[src/rtl/mux16_pkg.sv]
// Shared constants and types for the 16:1 bit multiplexer.
// Select codes are always in range: 4 bits address exactly 16 inputs.
package mux16_pkg;

    localparam int N_IN  = 16;
    localparam int SEL_W = 4;

    typedef logic [SEL_W-1:0] sel_t;

endpackage

[src/rtl/mux16_decode.sv]
// Binary-to-one-hot decoder for the mux select.
// Every one of the 16 codes maps to exactly one set bit.
module mux16_decode
    import mux16_pkg::*;
(
    input  sel_t            sel,
    output logic [N_IN-1:0] oh
);

    // Set only the bit addressed by sel.
    always_comb begin
        oh      = '0;
        oh[sel] = 1'b1;
    end

endmodule

[src/rtl/mux16.sv]
// 16:1 bit mux with one-hot decode and optional registered output.
// Define MUX16_REG_OUT_EN to build the out_q/out_vld capture stage.
module mux16
    import mux16_pkg::*;
#(
    parameter int N_IN  = 16,
    parameter int SEL_W = 4
) (
    input  logic             clk,
    input  logic             rst_n,
    input  logic [N_IN-1:0]  in,
    input  logic [SEL_W-1:0] sel,
    input  logic             en,
    output logic             out,
    output logic [N_IN-1:0]  sel_oh,
    output logic             out_q,
    output logic             out_vld
);

    mux16_decode u_decode (
        .sel (sel),
        .oh  (sel_oh)
    );

    // AND-OR select keeps out known whenever in and sel are known.
    always_comb begin
        out = |(sel_oh & in);
    end

`ifdef MUX16_REG_OUT_EN

    // Capture the selected bit on enabled edges; reset drops the held value.
    always_ff @(posedge clk or negedge rst_n) begin
        if (!rst_n) begin
            out_q   <= 1'b0;
            out_vld <= 1'b0;
        end else begin
            if (en) begin
                out_q <= out;
            end
            out_vld <= en;
        end
    end

`else

    logic unused_ctrl;

    // No storage: the registered view is simply the live mux output.
    always_comb begin
        out_q       = out;
        out_vld     = 1'b1;
        unused_ctrl = ^{clk, rst_n, en};
    end

`endif

endmodule

[config.mk]
export PLATFORM = sky130hd
export DESIGN_NAME = mux16
export DESIGN_NICKNAME = d
export VERILOG_FILES = /design/src/rtl/mux16_pkg.sv /design/src/rtl/mux16_decode.sv /design/src/rtl/mux16.sv
export SDC_FILE = /design/constraint.sdc
export NUM_CORES = 1
export LEC_CHECK = 0
export ABC_AREA = 1
export CORE_AREA = 3 3 40 42
export DETAILED_ROUTE_END_ITERATION = 8
export DIE_AREA = 0 0 43 45
export DONT_BUFFER_PORTS = 1
export PLACE_DENSITY = 0.43
export SKIP_LAST_GASP = 1
export SLEW_MARGIN = 20
export SYNTH_ARGS = -nofsm -noshare
export SYNTH_HDL_FRONTEND = slang
export SYNTH_SLANG_ARGS = --single-unit
[constraint.sdc]
create_clock -name vclk -period 1
set_clock_uncertainty 0.15 [all_clocks]
set_input_delay 0.15 -clock vclk [all_inputs]
set_output_delay 0.15 -clock vclk [all_outputs]
set_load 0.01 [all_outputs]
==> impl_metrics.py <==
metrics = {
    "min_path": {
        "hold_path_class": "primary input to output port",
        "hold_start": "sel[1]",
    },
    "routing": {
        "firstDrtPassIters": 3,
        "highest_layer": "met3",
        "wl_met3_um": 89,
        "postRouteAntennaNets": 0,
        "viasPerCell": 4.72,
        "detail_route.wl_per_cell_um": 12.2,
        "wl_met1_um": 487,
        "route.detailed.drc": 0,
        "drt_iter0_markers": 4,
        "vias": 420,
        "routed_wl_mm": 1.08,
        "wl_met2_um": 505,
    },
    "synthesis": {
        "synth_simple_gate_area_share_pct": 77.1,
        "ys_warn_count": 0,
        "synth_top_family_by_area": "simple AND/OR/NAND/NOR gates",
        "netlist_instances": 72,
        "syn_area_um2": 312,
        "synth_compound_area_share_pct": 0,
        "muxShareOfSynthArea_pct": 0,
        "synth_cell_types": 9,
        "synth-xor-area-share_pct": 0,
        "seq_area_frac_synth_pct": 0,
        "syn_nets": 95,
        "synth-adder-area-share_pct": 0,
        "synth.avg_cell_area_um2": 4.33,
    },
    "worst_setup_path": {
        "cp.arrival_ns": 0.76,
        "crit_fanout": 5,
        "crit_type": "primary input to output port",
        "start_kind": "primary input",
        "critPathRequiredTime_ns": 0.70,
        "critPathCaptureType": "output port",
        "startpoint": "sel[1]",
    },
    "sta": {
        "hold_slack_ns": 0.360,
        "fin_tns_setup_ns": -0.249,
        "max_clock_freq_ghz": 0.948,
        "layout_min_cycle_time_ns": 1.06,
        "worst_slack_ns": -0.0552,
        "finalCritPeriodShare_pct": 106,
        "drv_slew": 0,
        "hold_viol": 0,
        "setup-violations-final": 6,
        "rsz0062_at_grt": "yes",
    },
    "cells_and_area": {
        "clkbuf_count": 0,
        "drive_gt1_share_pct": 33.8,
        "final_area_um2": 458,
        "seqCellArea_um2": 0,
        "seq_cells": 0,
        "antenna_cells": 0,
        "nets": 99,
        "nFillCells": 156,
        "area_growth_pct": 47.0,
    },
    "global_route": {
        "grt_max_degree": 6,
        "grt_pass1_vias": 380,
        "grtUsageTotal_pct": 10.9,
        "grt_overflow": 0,
        "grt_pass1_wl_mm": 1.68,
        "grt_antenna_before_repair": 0,
    },
    "placement": {
        "port_buffers": 0,
        "gp_congestion": 0.730,
        "dpl_cell_area_um2": 418,
        "post-place-ws_ns": -0.0560,
        "dp_hpwl_um": 933,
    },
    "die": {
        "num_rows": 13,
        "coreArea_um2": 1280,
        "fp.dieH_um": 45,
        "start_util_pct": 24.2,
        "die_width_um": 43,
        "die_area_um2": 1940,
        "io_pins": 42,
    },
    "clock_network": {
        "cts-hold-fix-buffers": 0,
    },
    "outcome": {
        "status": "finished with violations",
        "violations": "setup timing",
    },
    "pwr": {
        "irDropWorstVdd_mv": 0.108,
        "power_density_nw_per_um2": 337,
        "p_leak_nw": 0.214,
    },
    "flow_run": {
        "maxCapViolCount": 0,
    },
}
metrics by stage:
stage / power, mW / cells / util, %
6_report: 0.154 / 89 / 35.6
5_1_grt: 0.173 / 89 / 35.6
4_1_cts: 0.144 / 88 / 33.3
3_5_place_dp: 0.142 / 88 / 32.5
3_3_place_gp: 0.141 / 88 / 32.5
2_1_floorplan: 0.132 / 72 / -
report_power, final:
part / switching, mW / internal [mW]
logic: 0.0980 / 0.0563
registers: 0 / 0
clock network: 0 / 0
area by class of cell:
type / count / area, um^2 / area share [%]
Multi-Input combinational cell: 56 / 342 / 74.6
Tap cell: 15 / 18.8 / 4.10
Inverter: 14 / 67.6 / 14.8
Timing Repair Buffer: 4 / 30.0 / 6.56
synthesized netlist by cell type:
master	n	area (um^2)
nor2_1	21	78.8
nand3_1	15	75.1
conb_1	1	3.75
inv_2	1	3.75
nor2_2	5	31.3
inv_1	13	48.8
nand2_2	1	6.26
nand2_1	13	48.8
buf_4	2	15.0
critical path, stage by stage:
cell    delay [ns]
inv_8         0.01
nor2_4        0.18
buf_4         0.15
inv_1         0.06
nor2_1        0.21
path summary, 6_finish.rpt:
| kind | to | slack, ns | depth (start not counted) |
|---|---|---|---|
| max | sel_oh[6] | -0.06 | 5 |
| min | sel_oh[0] | 0.36 | 3 |
metal layers:
layer / global-route usage (%) / vias up
met5: 0 / -
met3: 2.39 / 0
met1: 15.2 / 180
li1: - / 222
met2: 18.3 / 18
met4: 0 / 0
placed cells by master, fill, tap and decap left out:
cell type and n:
inv_2 3, inv_1 7, nand2_4 1, nor2_1 19, nor2_4 7, inv_4 3
nand2_8 2, nand3_2 4, nand2_1 11, buf_4 4, conb_1 1, nand3_1 11
inv_8 1
repair_timing:
item | CTS | global route
pin swaps | 4 | 7
buffers inserted | 0 | 1
endpoints found under the setup margin | 2 | 2
gates resized for setup | 3 | 6
kinds of logic after synthesis:
logic type | count (synthesis)
buffers and inverters | 16
other | 1
AND/OR/NAND/NOR | 55
No activity file was read; power rests on OpenSTA's default activity.
